### config.mk
export PLATFORM = sky130hd
export DESIGN_NAME = div_share_arb
export DESIGN_NICKNAME = d
export VERILOG_FILES = /design/src/rtl/div_share_pkg.sv /design/src/rtl/div_seq_core.sv /design/src/rtl/div_share_arb.sv
export SDC_FILE = /design/constraint.sdc
export NUM_CORES = 1
export LEC_CHECK = 0
export ABC_AREA = 0
export CAP_MARGIN = 30
export CORE_AREA = 2 2 169 171
export CTS_CLUSTER_DIAMETER = 40
export CTS_CLUSTER_SIZE = 30
export DETAILED_ROUTE_END_ITERATION = 10
export DIE_AREA = 0 0 171 173
export PLACE_DENSITY_LB_ADDON = 0.08
export SLEW_MARGIN = 40
export SYNTH_ARGS = -nofsm -noshare
export SYNTH_HDL_FRONTEND = slang
export SYNTH_SLANG_ARGS = --single-unit
### constraint.sdc
create_clock -name clk -period 5.54 [get_ports clk]
set_input_delay 1.108 -clock clk [delete_from_list [all_inputs] [get_ports clk]]
set_output_delay 1.108 -clock clk [all_outputs]
set_load 0.01 [all_outputs]
### src/rtl/div_share_pkg.sv
// rtl/div_share_pkg.sv - shared types, defaults and round-robin pick for div_share_arb
package div_share_pkg;

    typedef enum logic [1:0] {IDLE, CALC, DONE} state_e;

    localparam int DEF_WIDTH = 32;
    localparam int DEF_NREQ  = 4;
    localparam int MAX_NREQ  = 32;

    // First valid requester after 'last', wrapping modulo nreq; -1 when none is valid.
    function automatic int rr_next_grant(input logic [MAX_NREQ-1:0] valid,
                                         input int nreq, input int last);
        int idx;
        int pick;
        pick = -1;
        for (int k = 1; k <= MAX_NREQ; k++) begin
            if (k <= nreq && pick < 0) begin
                idx = last + k;
                if (idx >= nreq) idx = idx - nreq;
                if (valid[idx]) pick = idx;
            end
        end
        return pick;
    endfunction

endpackage

### src/rtl/div_seq_core.sv
// rtl/div_seq_core.sv - WIDTH-cycle restoring divider, one quotient bit per cycle
module div_seq_core
    import div_share_pkg::*;
#(
    parameter int WIDTH = DEF_WIDTH
) (
    input  logic             clk,
    input  logic             rst_n,
    input  logic             start,
    input  logic [WIDTH-1:0] a,
    input  logic [WIDTH-1:0] b,
    output logic             done,
    output logic [WIDTH-1:0] q,
    output logic [WIDTH-1:0] r
);

    localparam int CW = $clog2(WIDTH) + 1;

    logic [WIDTH-1:0] rem_q, rem_d, quo_q, quo_d, div_q, div_d;
    logic [CW-1:0]    cnt_q, cnt_d;
    logic             done_q, done_d;
    logic [WIDTH-1:0] src_rem, src_quo, src_div;
    logic [WIDTH:0]   rem_sh, rem_sub;

    // The first iteration is folded into the start cycle so the result lands after WIDTH edges.
    always_comb begin
        src_rem = start ? '0 : rem_q;
        src_quo = start ? a  : quo_q;
        src_div = start ? b  : div_q;
        rem_sh  = {src_rem, src_quo[WIDTH-1]};
        rem_sub = rem_sh - {1'b0, src_div};
        rem_d   = rem_q;
        quo_d   = quo_q;
        div_d   = div_q;
        cnt_d   = cnt_q;
        done_d  = done_q;
        if (start || cnt_q != '0) begin
            div_d = src_div;
            if (rem_sh >= {1'b0, src_div}) begin
                rem_d = rem_sub[WIDTH-1:0];
                quo_d = {src_quo[WIDTH-2:0], 1'b1};
            end else begin
                rem_d = rem_sh[WIDTH-1:0];
                quo_d = {src_quo[WIDTH-2:0], 1'b0};
            end
            if (start) begin
                cnt_d  = CW'(WIDTH - 1);
                done_d = 1'b0;
            end else begin
                cnt_d  = cnt_q - CW'(1);
                done_d = (cnt_q == CW'(1));
            end
        end
    end

    always_ff @(posedge clk or negedge rst_n) begin
        if (!rst_n) begin
            rem_q  <= '0;
            quo_q  <= '0;
            div_q  <= '0;
            cnt_q  <= '0;
            done_q <= 1'b0;
        end else begin
            rem_q  <= rem_d;
            quo_q  <= quo_d;
            div_q  <= div_d;
            cnt_q  <= cnt_d;
            done_q <= done_d;
        end
    end

    assign done = done_q;
    assign q    = quo_q;
    assign r    = rem_q;

endmodule

### src/rtl/div_share_arb.sv
// rtl/div_share_arb.sv - round-robin sharing of one divider; DIV_ZERO_TRAP_EN enables 1-cycle b==0 trap
module div_share_arb
    import div_share_pkg::*;
#(
    parameter int WIDTH = DEF_WIDTH,
    parameter int NREQ  = DEF_NREQ,
    parameter int IDW   = $clog2(NREQ)
) (
    input  logic                  clk,
    input  logic                  rst_n,
    input  logic [NREQ-1:0]       req_valid,
    output logic [NREQ-1:0]       req_ready,
    input  logic [NREQ*WIDTH-1:0] req_a,
    input  logic [NREQ*WIDTH-1:0] req_b,
    output logic                  rsp_valid,
    input  logic                  rsp_ready,
    output logic [IDW-1:0]        rsp_id,
    output logic [WIDTH-1:0]      rsp_q,
    output logic [WIDTH-1:0]      rsp_r,
    output logic                  rsp_err,
    output logic                  busy
);

    state_e               state_q, state_d;
    logic [IDW-1:0]       last_q, last_d, id_q, id_d, gidx;
    logic [WIDTH-1:0]     q_q, q_d, r_q, r_d, ga, gb, core_q, core_r;
    logic                 core_start, core_done, gvalid;
    logic [MAX_NREQ-1:0]  valid_ext;
    int                   pick;
`ifdef DIV_ZERO_TRAP_EN
    logic                 err_q, err_d;
`endif

    always_comb begin
        valid_ext = '0;
        valid_ext[NREQ-1:0] = req_valid;
        pick       = rr_next_grant(valid_ext, NREQ, int'(last_q));
        gvalid     = (pick >= 0);
        gidx       = pick[IDW-1:0];
        ga         = req_a[gidx*WIDTH +: WIDTH];
        gb         = req_b[gidx*WIDTH +: WIDTH];
        req_ready  = '0;
        core_start = 1'b0;
        state_d    = state_q;
        last_d     = last_q;
        id_d       = id_q;
        q_d        = q_q;
        r_d        = r_q;
`ifdef DIV_ZERO_TRAP_EN
        err_d      = err_q;
`endif
        case (state_q)
            IDLE: begin
                if (gvalid) begin
                    req_ready[gidx] = 1'b1;
                    last_d          = gidx;
                    id_d            = gidx;
`ifdef DIV_ZERO_TRAP_EN
                    if (gb == '0) begin
                        state_d = DONE;
                        q_d     = '1;
                        r_d     = ga;
                        err_d   = 1'b1;
                    end else begin
                        core_start = 1'b1;
                        state_d    = CALC;
                        err_d      = 1'b0;
                    end
`else
                    core_start = 1'b1;
                    state_d    = CALC;
`endif
                end
            end
            CALC: begin
                if (core_done) begin
                    state_d = DONE;
                    q_d     = core_q;
                    r_d     = core_r;
                end
            end
            DONE: begin
                if (rsp_ready) state_d = IDLE;
            end
            default: state_d = IDLE;
        endcase
    end

    always_ff @(posedge clk or negedge rst_n) begin
        if (!rst_n) begin
            state_q <= IDLE;
            last_q  <= IDW'(NREQ - 1);
            id_q    <= '0;
            q_q     <= '0;
            r_q     <= '0;
`ifdef DIV_ZERO_TRAP_EN
            err_q   <= 1'b0;
`endif
        end else begin
            state_q <= state_d;
            last_q  <= last_d;
            id_q    <= id_d;
            q_q     <= q_d;
            r_q     <= r_d;
`ifdef DIV_ZERO_TRAP_EN
            err_q   <= err_d;
`endif
        end
    end

    div_seq_core #(.WIDTH(WIDTH)) u_core (
        .clk   (clk),
        .rst_n (rst_n),
        .start (core_start),
        .a     (ga),
        .b     (gb),
        .done  (core_done),
        .q     (core_q),
        .r     (core_r)
    );

    assign rsp_valid = (state_q == DONE);
    assign busy      = (state_q != IDLE);
    assign rsp_id    = id_q;
    assign rsp_q     = q_q;
    assign rsp_r     = r_q;
`ifdef DIV_ZERO_TRAP_EN
    assign rsp_err   = err_q;
`else
    assign rsp_err   = 1'b0;
`endif

endmodule

== Word level (Yosys, flattened, before mapping) ==
Cells that the tools add are included.
W data, S select, Z words.

* Bits of input ports: 263
* Register bits: 173
* Logic and storage cells: 94

* Shift operators: 2
* Order comparisons: 15
* Eq/ne operators: 6
* Reductions and logical operators: 8
* Multiplexer cells: 43
* Add/subtract/negate cells: 10

{| class="wikitable"
|+ Operators with widths
! kind !! count
|-
| $mux W32 || 18
|-
| $shiftx A128 B8 Y32 || 2
|-
| $lt A32 B7 Y1 const B || 4
|-
| $lt A32 B1 Y1 const B || 3
|-
| $ge A33 B32 Y1 || 1
|-
| $ge A32 B1 Y1 const B || 1
|-
| $sub A32 B32 Y32 || 1
|-
| $bmux W1 S5 || 4
|-
| $mux W1 || 13
|-
| $sub A3 B3 Y4 const B || 3
|-
| $ge A3 B3 Y1 const B || 3
|-
| $mux W4 || 2
|-
| $add A2 B2 Y3 const B || 2
|-
| $eq A6 B1 Y1 const B || 1
|-
| $mux W2 || 3
|-
| $mux W6 || 1
|-
| $pmux W2 S3 || 1
|-
| $reduce_bool A6 Y1 || 1
|-
| $sub A6 B1 Y6 const B || 1
|-
| $sub A4 B3 Y5 const B || 1
|-
| $add A2 B3 Y4 const B || 1
|-
| $ge A4 B3 Y1 const B || 1
|-
| $ne A2 B1 Y1 const B || 2
|-
| $reduce_and A2 Y1 || 2
|-
| other kinds (12) || 12
|}

== Depth between registers and ports, before layout ==
Gate-level depths: netlist of the first run.

* Depth in word-level cells: 34
* Gate-level depth with buffers: 25

== By module ==
Synthesis of the first run repeated with hierarchy kept, for this count alone.

* Cell total of the unflattened synthesis: 1830
* Area total of the unflattened synthesis: 14547.7 um^2

{| class="wikitable"
|+ Modules (own cells, without submodules)
! module !! times used !! cells an instance !! area each (um^2)
|-
| div_share_arb || 1 || 1134 || 8032.7
|-
| div_seq_core || 1 || 696 || 6515.0
|}

== Worst setup path after synthesis of the first run ==
OpenSTA, ideal clock, no wires.

* Kind: register to register
* Start point: register last_q[0]
* End point: register u_core.rem_q[28] (netlist: u_core.r[28])
* Data arrival time: 5504 ps
* Buffers on the path: 3
* Path slack: -90 ps
* Stages on the path, launching flop included: 23
* Path through: dfstp_2 > buf_4 > inv_1 > ha_1 > mux4_1 > and2_2 > a21oi_1 > a2bb2oi_2 > buf_4 > mux4_2 > nand2_1 > nand2_1 > inv_1 > ha_1 > clkbuf_1 > a21oi_1 > o21ai_0 > a221oi_1 > o2111ai_1 > a31o_2 > a21oi_1 > xnor2_1 > a221o_1

* Cells in the longest elaborated chain, start to end: 19
* Elaborated cells on any way between the ends: 53
* Those cells by class: 9 x add/sub; 9 x order compare; 2 x shift; 32 x mux; 1 x reduce/logical

{| class="wikitable"
|+ Ends and longest elaborated chain
! element !! RTL line !! RTL
|-
| start, declared || div_share_arb.sv:25 || <nowiki>logic [IDW-1:0] last_q, last_d, id_q, id_d, gidx;</nowiki>
|-
| start signal, assigned || div_share_arb.sv:92 || <nowiki>last_q <= IDW'(NREQ - 1);</nowiki>
|-
| start signal, assigned || div_share_arb.sv:101 || <nowiki>last_q <= last_d;</nowiki>
|-
| $add A2 B1 Y3 / $add A2 B2 Y3 (equally long branches) || div_share_pkg.sv:18 || <nowiki>idx = last + k;</nowiki>
|-
| $sub A3 B3 Y4 / $ge A3 B3 Y1 (equally long branches) || div_share_pkg.sv:19 || <nowiki>if (idx >= nreq) idx = idx - nreq;</nowiki>
|-
| $mux W32 || div_share_pkg.sv:19 ||
|-
| $bmux W1 S5 / $mux W32 (equally long branches) || div_share_pkg.sv:20, div_share_pkg.sv:17 ||
|-
| $mux W1 (implied by the code) / $bmux W1 S5 (equally long branches) || div_share_pkg.sv:20 || <nowiki>if (valid[idx]) pick = idx;</nowiki>
|-
| $mux W1 (implied by the code) || div_share_pkg.sv:20 ||
|-
| $mux W32 / $mux W1 (equally long branches) || div_share_pkg.sv:20 ||
|-
| $lt A32 B1 Y1 / $mux W32 (equally long branches) || div_share_pkg.sv:17, div_share_pkg.sv:20 ||
|-
| [... 3 more ...] || n/a ||
|-
| $lt A32 B1 Y1 / $mux W32 (equally long branches) || div_share_pkg.sv:17, div_share_pkg.sv:20 ||
|-
| $mux W32 * || div_share_pkg.sv:17 || <nowiki>if (k <= nreq && pick < 0) begin</nowiki>
|-
| $ge A32 B1 Y1 || div_share_arb.sv:38 || <nowiki>gvalid = (pick >= 0);</nowiki>
|-
| $mux W1 || div_share_arb.sv:54 || <nowiki>if (gvalid) begin</nowiki>
|-
| $mux W1 || div_share_arb.sv:52 || <nowiki>case (state_q)</nowiki>
|-
| $mux W32, on equally long branches || div_seq_core.sv:28, div_seq_core.sv:27, div_seq_core.sv:29 ||
|-
| $sub A32 B32 Y32 / $ge A33 B32 Y1 (equally long branches) || div_seq_core.sv:31, div_seq_core.sv:39 ||
|-
| $mux W32 || div_seq_core.sv:39 || <nowiki>if (rem_sh >= {1'b0, src_div}) begin</nowiki>
|-
| end signal, assigned || div_seq_core.sv:64 || <nowiki>rem_q <= rem_d;</nowiki>
|-
| end, declared || div_seq_core.sv:19 || <nowiki>logic [WIDTH-1:0] rem_q, rem_d, quo_q, quo_d, div_q, div_d;</nowiki>
|}

Every way passes the cells marked *; elsewhere a longest branch is shown, timed or not. The select of a mux whose other input is x is not followed.
A chain may end at the register's enable or synchronous reset.

== Worst setup path in the final report of the first run ==
* Start point: register last_q[0]
* End point: register u_core.rem_q[24] (netlist: u_core.r[24])

The elaborated chain is that of the path after synthesis.

==> results.rst, run 1 <==
.. list-table::
   :header-rows: 1

   * - Metric
     - Value
   * - Post-CTS clock slew at the launch and capture registers of the worst setup and hold paths
     - 0.09 ns
   * - Die extent in x
     - 171 um
   * - Post-Syn Instances
     - 1132
   * - Post-Place Cell Area
     - 0.0159 mm^2
   * - Worst EP required
     - 5.86 ns
   * - Reg2reg setup slack
     - 0.22 ns
   * - Mapped Area
     - 0.0109 mm^2
   * - Leak Pwr
     - 7.61 nW
   * - Global router's overall resource usage
     - 0.244
   * - Synth cell count leaders
     - nand2_1 (265), dfrtp_1 (171), mux2_2 (64)
   * - Synthesized flop and latch total
     - 173
   * - Total via count in the routed design
     - 10473
   * - Top Family by Delay on Critical Path
     - compound AO/OA/AOI/OAI gates
   * - Cell type with the largest total area after synthesis
     - dfrtp_1
   * - Crit path depth
     - 22
   * - Filler-free cell count of the finished design
     - 1986
   * - Number of placed instances with taps included
     - 1934
   * - Setup crit end kind
     - flip-flop
   * - Run status
     - finished clean
   * - Slew at the pin with the worst max-slew slack
     - 0.763 ns
   * - Share of the clock period used by the worst path after layout
     - 0.959
   * - CTS root buffer
     - clkbuf_16
   * - Worst hold path cell count
     - 2
   * - Combinational family with the most area after synthesis
     - multiplexers
   * - GP Congestion
     - 0.867
   * - Endpoint of the worst setup timing path
     - u_core.r[24]$_DFFE_PN0P_
   * - Yosys top cell area share
     - 0.391
   * - Post-synth net total
     - 1435
   * - Max_slew headroom
     - 0.491
   * - Number of buffer and inverter stages on the critical path
     - 6
   * - Die ar.
     - 0.0296 mm^2
   * - Sequential area share after synthesis
     - 0.396
   * - Number of flops mapped to enable cells by yosys
     - 0
   * - Share of synthesized registers carrying an async set or reset
     - 1.00
   * - Post-synthesis mux area share
     - 0.170
   * - Crit. Startpoint
     - last_q[0]$_DFFE_PN1P_
   * - Worst hold start
     - u_core.div_q[23]$_DFFE_PN0P_
   * - Yosys warning total
     - 0
   * - Final core utilization
     - 0.611
   * - Setup skew after layout
     - 0.0174 ns
   * - Total congestion overflow after global routing
     - 0
   * - Initial cell density of the core
     - 0.396
   * - Areal power density over the cells
     - 791 mW/mm^2
   * - Startpoint type of the worst setup path
     - flip-flop
   * - Height of the die
     - 173 um
   * - Sequence of cells on the critical path
     - inv_1, ha_4, mux4_2, and2_4, a21oi_4, a2bb2oi_4, buf_6, buf_12, mux4_2, nand2_1, nand2_1, inv_1, ha_4, and4_1, buf_4, a221oi_4, buf_6, o211ai_1, o41ai_2, xor2_1, nor3_1, a221o_1
   * - Vias per cell
     - 5.27
   * - Avg Synthesized Cell Area
     - 9.67 um^2
   * - First-pass GRT wire length
     - 56400 um
   * - Largest stage delay on the critical path
     - 0.54 ns
   * - Maximum Capacitance Violations
     - 0
   * - Launch instance of the worst register-to-register path
     - last_q[0]$_DFFE_PN1P_
   * - Setup Viol. Count Final
     - 0
   * - Type of the worst setup path
     - reg2reg
   * - Final critical delay including setup and external delays
     - 5.32 ns
   * - Most frequently used cell type in the post-synthesis netlist
     - nand2_1
   * - Post-synthesis compound-gate area fraction
     - 0.155
   * - Worst min path class
     - reg2reg
   * - Clock sink count
     - 173
   * - Fin. Hold Viols
     - 0
   * - FMAX
     - 188 MHz
   * - Port Buffer Count
     - 334
   * - Area delta synth->final
     - 54.2%
   * - Endpoint of the most critical register-to-register path
     - u_core.r[24]$_DFFE_PN0P_
   * - Placement Rows
     - 61
   * - Post-synthesis share of cell area spent on full adders, half adders and majority gates
     - 0.0464
   * - Finished Cell Area
     - 0.0169 mm^2
   * - Max-slew violation count
     - 0
   * - Number of fill cells
     - 2499
   * - Hold buffers post-CTS
     - 0
   * - Simple-gate area share of the yosys netlist
     - 0.164
   * - Total DRC errors in the routed layout
     - 0
   * - Sum of internal, switching and leakage power
     - 13.3 mW
   * - Maximum number of buffers from clock root to sink
     - 2
   * - Count of unique library cells instantiated by Yosys
     - 69
   * - Number of cells on the worst reg-to-reg path
     - 22
   * - DR WL/cell
     - 18.3 um
   * - CTS buffer count
     - 17
   * - Core ar.
     - 0.0276 mm^2
   * - Maximum level of the CTS H-tree
     - 4
   * - Post-layout nets
     - 1897
   * - Worst Path Arrival
     - 5.64 ns
   * - Synth area leaders
     - dfrtp_1 (39%), nand2_1 (9.1%), mux2_2 (6.6%), mux4_2 (6.6%), ha_1 (4.5%)
   * - Vias in the first global route
     - 10606
   * - Initial DRC count
     - 543
   * - Most common flop cell mapped by yosys
     - dfrtp_1
   * - TritonCTS clock tree
     - built
   * - DPL Wire Length
     - 28100 um
   * - Antenna violations before repair
     - 1
   * - Number of nets with antenna violations after detailed routing
     - 0
   * - Worst path slowest cell
     - dfstp_2
   * - Largest net degree at the start of global routing
     - 96
   * - Count of boundary I/O pins
     - 336
   * - Worst Path Max Fanout
     - 6
   * - Synthesized-area fraction occupied by xor and xnor cells
     - 0.0224
   * - Maximum vdd ir drop
     - 370 uV
   * - Routed wire length
     - 36300 um
   * - Fraction of layout cells with a size suffix above 1
     - 0.228
   * - Worst-skew pair later-pin latency
     - 0.44 ns
   * - First-pass DRT Iterations
     - 5
## final cells by class
cell class                      instances  area [um^2]  area share
Multi-Input combinational cell        838         6350       0.376
Timing Repair Buffer                  516         4930       0.292
Sequential cell                       173         4330       0.257
Tap cell                              378          473      0.0280
Clock buffer                           17          425      0.0252
Clock inverter                         15          189      0.0112
Inverter                               48          180      0.0107
Antenna cell                            1         2.50    0.000148
## timing repair
action / 4_1_cts / 5_1_grt
setup buffers: 1 / 16
gates resized for setup: 13 / 40
hold endpoints to repair: 0 / 0
cloned: 0 / 2
setup endpoints to repair: 29 / 33
pin swaps: 4 / 12
## report_power, final
| part | internal [mW] | leakage [nW] | switching, mW |
|---|---|---|---|
| Clock | 0.621 | 0.300 | 0.635 |
| Sequential | 1.91 | 2.12 | 0.394 |
| Combinational | 5.24 | 5.20 | 4.55 |
| Total | 7.77 | 7.61 | 5.58 |
## cell families (layout without fill, tap and decap cells)
kind of cell	count (synthesis)	in the layout
and+or+nand+nor	410	410
other	1	2
adders and majority gates	40	40
AOI/OAI and AO/OA	223	223
muxes	136	136
DFF	173	173
xor gates and xnor gates	28	28
buffers and inverters	121	596
## worst reg2reg max path, stage by stage, from the launching register on
cell       delay [ns]
dfstp_2          0.54
inv_1            0.07
ha_4             0.28
mux4_2           0.51
and2_4           0.18
a21oi_4          0.17
a2bb2oi_4        0.25
buf_6            0.14
buf_12           0.12
mux4_2           0.50
nand2_1          0.09
nand2_1          0.06
inv_1            0.15
ha_4             0.24
and4_1           0.20
buf_4            0.15
a221oi_4         0.30
buf_6            0.15
o211ai_1         0.17
o41ai_2          0.40
xor2_1           0.18
nor3_1           0.06
a221o_1          0.28
## per-layer routing
metal | track usage | wire [um]
met5 | 0 | 0
met3 | 0.0558 | 2140
met1 | 0.279 | 14200
met2 | 0.435 | 18700
met4 | 0.0968 | 1210
## metrics by stage
| step | setup TNS (ns) | setup slack (ns) | hold WS (ns) |
|---|---|---|---|
| floorplan | 0 | 0.0226 | 0.433 |
| global placement | -16.19 | -0.593 | 0.453 |
| detailed placement | -17.63 | -0.629 | 0.459 |
| CTS | 0 | 0.0421 | 0.478 |
| global route | -0.0292 | -0.0159 | 0.499 |
| finish | 0 | 0.224 | 0.474 |
## placed cells by master, fill, tap and decap left out, types with 27 or more instances in the layout
| cell type | instances |
|---|---|
| inv_1 | 43 |
| and2_1 | 33 |
| mux4_2 | 33 |
| dfrtp_1 | 171 |
| nand2_1 | 263 |
| mux2i_1 | 37 |
| mux2_2 | 65 |
| ha_1 | 34 |
| buf_4 | 165 |
| clkdlybuf4s50_1 | 329 |
| a31oi_1 | 36 |
| a32o_1 | 31 |
| nor2_1 | 27 |
## sequential cells by signal, summed over array words and instances, names as in the netlist
name,flops
rsp_id,2
rsp_q,32
u_core.q,32
last_q,2
u_core.cnt_q,6
u_core.r,32
state_q,2
rsp_r,32
u_core.div_q,32
u_core.done,1
## worst min-delay path by stage
stage / endpoint
5_1_grt: u_core.div_q[1]$_DFFE_PN0P_
3_3_place_gp: state_q[0]$_DFFE_PN0P_
2_1_floorplan: state_q[0]$_DFFE_PN0P_
6_report: u_core.div_q[23]$_DFFE_PN0P_
3_5_place_dp: u_core.div_q[24]$_DFFE_PN0P_
4_1_cts: u_core.div_q[24]$_DFFE_PN0P_
Note: power is estimated with default switching activity, not from simulation.
==> run 2, diff against run 1 <==
Settings changed: CORE_AREA 2 2 169 171 to 2 2 163 165, DIE_AREA 0 0 171 173 to 0 0 165 167, GPL_TIMING_DRIVEN from default to 0, RECOVER_POWER from default to 100.
==> run 2 against run 1 <==
Compared with the run above: the flow now finishes with violations (max-capacitance violations, max-slew violations); sequential share of layout area up 0.82 points; critical endpoint is now u_core.r[15]$_DFFE_PN0P_; worst setup slack worse by 0.082 ns; clock skew up 0.0046 ns; clock power about the same; first-iteration DRC count up 35%; highest routed layer unchanged; critical path depth unchanged; critical path type unchanged; largest cell class unchanged; flip-flop and latch count unchanged; combinational power down 3.1%; hold slack worse by 0.0021 ns; cell area down 3.1%; count of clock-buffer cells in the layout unchanged.
==> results.rst, run 2 (synthesis gave the netlist of run 1 again) <==
.. list-table::
   :header-rows: 1

   * - Metric
     - Value
   * - Run status
     - finished with violations
   * - Violations in the final reports
     - max-capacitance violations, max-slew violations
   * - Setup crit end kind
     - flip-flop
   * - Commonest cells after routing, fill and taps aside
     - clkdlybuf4s50_1 (261), nand2_1 (257), dfrtp_1 (171)
   * - Internal cell power
     - 7.21 mW
   * - Die ar.
     - 0.0276 mm^2
   * - Max_slew headroom
     - -0.738
   * - Worst path slowest cell
     - dfstp_2
   * - Total via count in the routed design
     - 10334
   * - Number of nets with antenna violations after detailed routing
     - 0
   * - Maximum number of buffers from clock root to sink
     - 2
   * - Finished Cell Area
     - 0.0164 mm^2
   * - Largest stage delay on the critical path
     - 0.54 ns
   * - Vias in the first global route
     - 10587
   * - Worst EP required
     - 5.87 ns
   * - Vias per cell
     - 5.53
   * - TritonCTS clock tree
     - built
   * - Routed wire length
     - 37800 um
   * - Largest net degree at the start of global routing
     - 72
   * - Startpoint type of the worst setup path
     - flip-flop
   * - Antenna violations before repair
     - 0
   * - CTS root buffer
     - clkbuf_16
   * - Top Family by Delay on Critical Path
     - compound AO/OA/AOI/OAI gates
   * - GP Congestion
     - 0.961
   * - Placement Rows
     - 59
   * - Post-CTS clock slew at the launch and capture registers of the worst setup and hold paths
     - 0.08 ns
   * - Worst hold slack
     - 0.472 ns
   * - Power share of the combinational group
     - 0.728
   * - Final critical delay including setup and external delays
     - 5.40 ns
   * - CTS buffer count
     - 17
   * - Initial cell density of the core
     - 0.425
   * - DPL Wire Length
     - 28600 um
   * - FMAX
     - 185 MHz
   * - Height of the die
     - 167 um
   * - Sequence of cells on the critical path
     - buf_6, clkinvlp_4, ha_4, mux4_2, and2_4, a21oi_4, a2bb2oi_4, buf_12, buf_12, mux4_2, nand2_1, nand2_2, inv_2, ha_4, o21a_1, o31a_1, o21ai_0, o21a_1, o2111ai_1, a21oi_1, xnor2_1, a21o_1
   * - Fraction of layout cells with a size suffix above 1
     - 0.190
   * - Area delta synth->final
     - 49.4%
   * - Port Buffer Count
     - 334
   * - Max-slew violation count
     - 119
   * - Setup skew after layout
     - 0.0220 ns
   * - Maximum vdd ir drop
     - 383 uV
   * - Die extent in x
     - 165 um
   * - Worst min path class
     - reg2reg
   * - Slew at the pin with the worst max-slew slack
     - 2.61 ns
   * - Worst Path Max Fanout
     - 7
   * - Worst Path Arrival
     - 5.73 ns
   * - Most common cell after layout, fill and taps aside
     - clkdlybuf4s50_1
   * - Proportion of power drawn by the clock network
     - 0.096
   * - First-pass DRT Iterations
     - 5
   * - Share of the clock period used by the worst path after layout
     - 0.974
   * - Maximum level of the CTS H-tree
     - 4
   * - Total congestion overflow after global routing
     - 0
   * - Global router's overall resource usage
     - 0.272
   * - Number of buffer and inverter stages on the critical path
     - 5
   * - Post-layout nets
     - 1824
   * - Count of boundary I/O pins
     - 336
   * - Type of the worst setup path
     - reg2reg
   * - Sequential power share
     - 0.177
   * - Total DRC errors in the routed layout
     - 0
   * - Worst-skew pair later-pin latency
     - 0.45 ns
   * - Maximum Capacitance Violations
     - 2
   * - Final core utilization
     - 0.635
   * - Initial DRC count
     - 734
   * - Leak Pwr
     - 7.21 nW
   * - Switching power summed over all nets
     - 5.83 mW
   * - Clock sink count
     - 173
   * - Hold buffers post-CTS
     - 0
   * - First-pass GRT wire length
     - 57300 um
   * - Areal power density over the cells
     - 797 mW/mm^2
   * - Setup Viol. Count Final
     - 0
   * - Antenna diode instance count
     - 0
   * - DR WL/cell
     - 20.2 um
   * - Core ar.
     - 0.0258 mm^2
   * - Post-Place Cell Area
     - 0.0148 mm^2
   * - Net switching share of the total power
     - 0.447
   * - Fin. Hold Viols
     - 0
==> run 2: changes by cell type in the layout (fill, tap and decap cells not counted), moves of 9 or more <==
cell             before  now
dlygate4sd3_1         0   68
ha_1                 34   22
buf_4               165   32
clkdlybuf4s50_1     329  261
clkbuf_1              0   37
ha_4                  4   13
==> run 2: area by class of cell <==
cell class,instances,area [um^2]
Tap cell,335,419
Sequential cell,173,4330
Multi-Input combinational cell,838,6640
Timing Repair Buffer,375,3730
Inverter,48,186
Clock inverter,15,169
Buffer,68,452
Clock buffer,17,425
Fill cell,2161,9410
==> run 2: final timing paths <==
path / endpoint / slack (ns) / from / cells past startpoint
worst max-delay path: u_core.r[15]$_DFFE_PN0P_ / 0.14 / last_q[0]$_DFFE_PN1P_ / 22
worst min-delay path: u_core.div_q[26]$_DFFE_PN0P_ / 0.47 / u_core.div_q[26]$_DFFE_PN0P_ / 2
worst max register to register: u_core.r[15]$_DFFE_PN0P_ / 0.14 / last_q[0]$_DFFE_PN1P_ / 22
worst min register to register: u_core.div_q[26]$_DFFE_PN0P_ / 0.47 / u_core.div_q[26]$_DFFE_PN0P_ / 2
max in group asynchronous: u_core.r[4]$_DFFE_PN0P_ / 1.22 / rst_n / 2
min in group asynchronous: u_core.div_q[22]$_DFFE_PN0P_ / 1.47 / rst_n / 1
==> run 2: what timing repair did <==
item,4_1_cts,5_1_grt
buffers inserted,22,13
gates resized for setup,86,95
endpoints found under the setup margin,36,33
pin swaps,12,27
gates cloned,1,3
==> run 2: per-stage QoR <==
step / power [mW] / setup WS [ns] / instances / setup TNS (ns)
after floorplan: 7.83 / 0.0226 / 1132 / 0
after global placement: 10.1 / -3.95 / 1801 / -729.68
after detailed placement: 10.1 / -1.82 / 1803 / -54.72
after CTS: 12.2 / 0.00994 / 1854 / 0
after global routing: 13.9 / -0.0648 / 1869 / -0.434
final: 13.0 / 0.143 / 1869 / 0
==> run 2: routing by layer <==
layer / up-vias / wire [um] / GRT usage
met1: 5004 / 15100 / 0.332
met3: 72 / 2280 / 0.0508
met2: 401 / 19200 / 0.475
met5: - / 0 / 0
li1: 4857 / - / -
met4: 0 / 1210 / 0.0964
==> run 2: power groups by stage <==
| stage | Clock (mW) | Combinational (mW) | Sequential (mW) |
|---|---|---|---|
| detailed placement | 0 | 7.79 | 2.34 |
| finish | 1.25 | 9.49 | 2.31 |
| global route | 1.31 | 10.2 | 2.39 |
| global placement | 0 | 7.73 | 2.33 |
| CTS | 1.26 | 8.59 | 2.32 |
| floorplan | 0 | 5.53 | 2.30 |
==> run 2: worst register-to-register path: stages (launching register included) <==
cell and delay (ns):
dfstp_2 0.54, buf_6 0.10, clkinvlp_4 0.10, ha_4 0.30
mux4_2 0.51, and2_4 0.19, a21oi_4 0.14, a2bb2oi_4 0.24
buf_12 0.18, buf_12 0.13, mux4_2 0.51, nand2_1 0.10
nand2_2 0.06, inv_2 0.09, ha_4 0.22, o21a_1 0.23
o31a_1 0.16, o21ai_0 0.52, o21a_1 0.31, o2111ai_1 0.16
a21oi_1 0.22, xnor2_1 0.10, a21o_1 0.18
==> run 3, diff against run 2 <==
Settings changed: CORE_AREA 2 2 163 165 to 2 2 134 201, DIE_AREA 0 0 165 167 to 0 0 136 203.
==> run 3 against run 2 <==
Compared with the run above: the flow still finishes with violations (max-capacitance violations, max-slew violations); first-iteration DRC count decreased by 25%; sequential share of layout area increased by 0.098 points; hold slack lost 0.0039 ns; core utilization down 0.24 points; clock power fell by 7%; count of clock-buffer cells in the layout increased by 6; clock skew down 0.010 ns; maximum frequency is essentially flat; flip-flop and latch count stayed put.
==> results.rst, run 3 (synthesis gave the netlist of run 1 again) <==
.. list-table::
   :header-rows: 1

   * - Metric
     - Value
   * - Setup crit end kind
     - flip-flop
   * - Worst hold slack
     - 0.468 ns
   * - Maximum Capacitance Violations
     - 2
   * - Setup Viol. Count Final
     - 0
   * - Max-slew violation count
     - 116
   * - Max_slew headroom
     - -0.569
   * - Most common cell after layout, fill and taps aside
     - nand2_1
   * - Fin. Hold Viols
     - 0
   * - Die extent in x
     - 136 um
   * - Worst-skew pair later-pin latency
     - 0.44 ns
   * - Vias per cell
     - 5.64
   * - Initial DRC count
     - 550
   * - CTS buffer count
     - 17
   * - Hold buffers post-CTS
     - 0
   * - Startpoint type of the worst setup path
     - flip-flop
   * - Finished Cell Area
     - 0.0163 mm^2
   * - FMAX
     - 185 MHz
   * - Post-CTS clock slew at the launch and capture registers of the worst setup and hold paths
     - 0.07 ns
   * - Height of the die
     - 203 um
   * - Run status
     - finished with violations
   * - Worst Path Arrival
     - 5.73 ns
   * - Share of the clock period used by the worst path after layout
     - 0.975
   * - Number of fill cells
     - 2251
   * - Worst Path Max Fanout
     - 7
   * - Core ar.
     - 0.0258 mm^2
   * - Commonest cells after routing, fill and taps aside
     - nand2_1 (262), clkdlybuf4s50_1 (261), dfrtp_1 (171)
   * - Post-Place Cell Area
     - 0.0148 mm^2
   * - Min setup slack post-route
     - 0.139 ns
   * - Vias in the first global route
     - 11024
   * - Multi-input gate area
     - 0.00656 mm^2
   * - Leak Pwr
     - 7.23 nW
   * - Initial cell density of the core
     - 0.425
   * - Placement Rows
     - 72
   * - Type of the worst setup path
     - reg2reg
   * - Final critical delay including setup and external delays
     - 5.40 ns
   * - TritonCTS clock tree
     - built
   * - Slew at the pin with the worst max-slew slack
     - 2.35 ns
   * - Total via count in the routed design
     - 10558
   * - Worst EP required
     - 5.87 ns
   * - Antenna violations before repair
     - 0
   * - Crit. Startpoint
     - last_q[0]$_DFFE_PN1P_
   * - Die ar.
     - 0.0276 mm^2
   * - Violations in the final reports
     - max-capacitance violations, max-slew violations
   * - Setup skew after layout
     - 0.0119 ns
   * - Maximum number of buffers from clock root to sink
     - 2
   * - Maximum vdd ir drop
     - 391 uV
   * - Number of cells on the worst reg-to-reg path
     - 23
   * - Sequence of cells on the critical path
     - clkinvlp_4, ha_4, mux4_2, and2_4, a21oi_4, a2bb2oi_4, buf_12, buf_4, mux4_2, nand2_1, nand2_1, inv_1, ha_4, and4_4, nand3_2, a2111oi_4, o31ai_4, nand3_2, a21oi_4, buf_4, buf_6, and3_1, a221o_1
   * - First-pass GRT wire length
     - 59200 um
   * - Reg2reg setup slack
     - 0.14 ns
   * - End of the worst hold path
     - u_core.div_q[0]$_DFFE_PN0P_
   * - Port Buffer Count
     - 334
   * - Post-layout nets
     - 1831
   * - Endpoint of the most critical register-to-register path
     - u_core.r[30]$_DFFE_PN0P_
   * - Register area
     - 0.00433 mm^2
   * - Fraction of layout cells with a size suffix above 1
     - 0.179
   * - Number of nets with antenna violations after detailed routing
     - 0
   * - Routed wire length
     - 38900 um
   * - Worst hold start
     - u_core.div_q[0]$_DFFE_PN0P_
   * - Worst min path class
     - reg2reg
   * - Antenna diode instance count
     - 0
   * - Top Family by Delay on Critical Path
     - compound AO/OA/AOI/OAI gates
   * - CTS root buffer
     - clkbuf_16
   * - First-pass DRT Iterations
     - 6
   * - Total DRC errors in the routed layout
     - 0
   * - Worst hold path cell count
     - 2
   * - Total congestion overflow after global routing
     - 0
   * - Clock sink count
     - 173
   * - GP Congestion
     - 0.945
   * - Largest stage delay on the critical path
     - 0.57 ns
   * - Dpl ws
     - -1.81 ns
   * - Count of boundary I/O pins
     - 336
   * - Area delta synth->final
     - 48.9%
   * - Areal power density over the cells
     - 802 mW/mm^2
   * - Number of buffer and inverter stages on the critical path
     - 6
   * - Number of placed instances with taps included
     - 1801
   * - Global router's overall resource usage
     - 0.282
   * - DPL Wire Length
     - 29700 um
   * - Maximum level of the CTS H-tree
     - 4
   * - Sum of internal, switching and leakage power
     - 13.1 mW
   * - Worst path slowest cell
     - dfstp_2
   * - DR WL/cell
     - 20.8 um
   * - Filler-free cell count of the finished design
     - 1872
   * - Largest net degree at the start of global routing
     - 73
   * - Launch instance of the worst register-to-register path
     - last_q[0]$_DFFE_PN1P_
## run 3: per-layer routing
metal	vias up	wire length (um)	GRT usage	share of wire
met3	99	2170	0.0592	0.056
met1	5164	14000	0.297	0.36
met2	414	20600	0.518	0.53
li1	4881	-	-	-
met4	0	2100	0.143	0.054
met5	-	0	0	0
## run 3: layout make-up
type,instances,area share
Clock inverter,7,0.00561
Tap cell,333,0.0256
Multi-Input combinational cell,839,0.403
Sequential cell,173,0.266
Inverter,48,0.0116
Clock buffer,23,0.0281
Timing Repair Buffer,381,0.234
Buffer,68,0.0267
## run 3: where the power goes
| group | switching (mW) | total (mW) | leakage [nW] | internal, mW |
|---|---|---|---|---|
| Combinational | 4.90 | 9.61 | 4.85 | 4.71 |
| Clock | 0.495 | 1.16 | 0.267 | 0.669 |
| Sequential | 0.384 | 2.30 | 2.12 | 1.91 |
## run 3: how the worst max path moves through the flow
stage                                to  cells past startpoint
2_1_floorplan  u_core.r[10]$_DFFE_PN0P_                     23
3_3_place_gp      rsp_q[11]$_DFFE_PN0P_                      1
3_5_place_dp   u_core.r[27]$_DFFE_PN0P_                     21
4_1_cts         u_core.r[0]$_DFFE_PN0P_                     23
5_1_grt        u_core.r[30]$_DFFE_PN0P_                     23
6_report       u_core.r[30]$_DFFE_PN0P_                     23
## run 3: what timing repair did
item,4_1_cts,5_1_grt
gates cloned,1,4
pin swaps,14,19
resized for setup,87,72
buffers inserted,21,20
endpoints found under the setup margin,36,33
## run 3: worst register-to-register path: stages (launching register included)
cell	delay, ns
dfstp_2	0.57
clkinvlp_4	0.13
ha_4	0.31
mux4_2	0.51
and2_4	0.19
a21oi_4	0.15
a2bb2oi_4	0.22
buf_12	0.16
buf_4	0.11
mux4_2	0.49
nand2_1	0.08
nand2_1	0.07
inv_1	0.21
ha_4	0.22
and4_4	0.26
nand3_2	0.14
a2111oi_4	0.36
o31ai_4	0.14
nand3_2	0.14
a21oi_4	0.09
buf_4	0.16
buf_6	0.13
and3_1	0.17
a221o_1	0.26
## run 3: through the flow
| step | util | setup TNS, ns |
|---|---|---|
| 2_1_floorplan | - | 0 |
| 3_3_place_gp | 0.572 | -738.41 |
| 3_5_place_dp | 0.574 | -57.28 |
| 4_1_cts | 0.614 | -0.00282 |
| 5_1_grt | 0.632 | -0.0766 |
| 6_report | 0.632 | 0 |
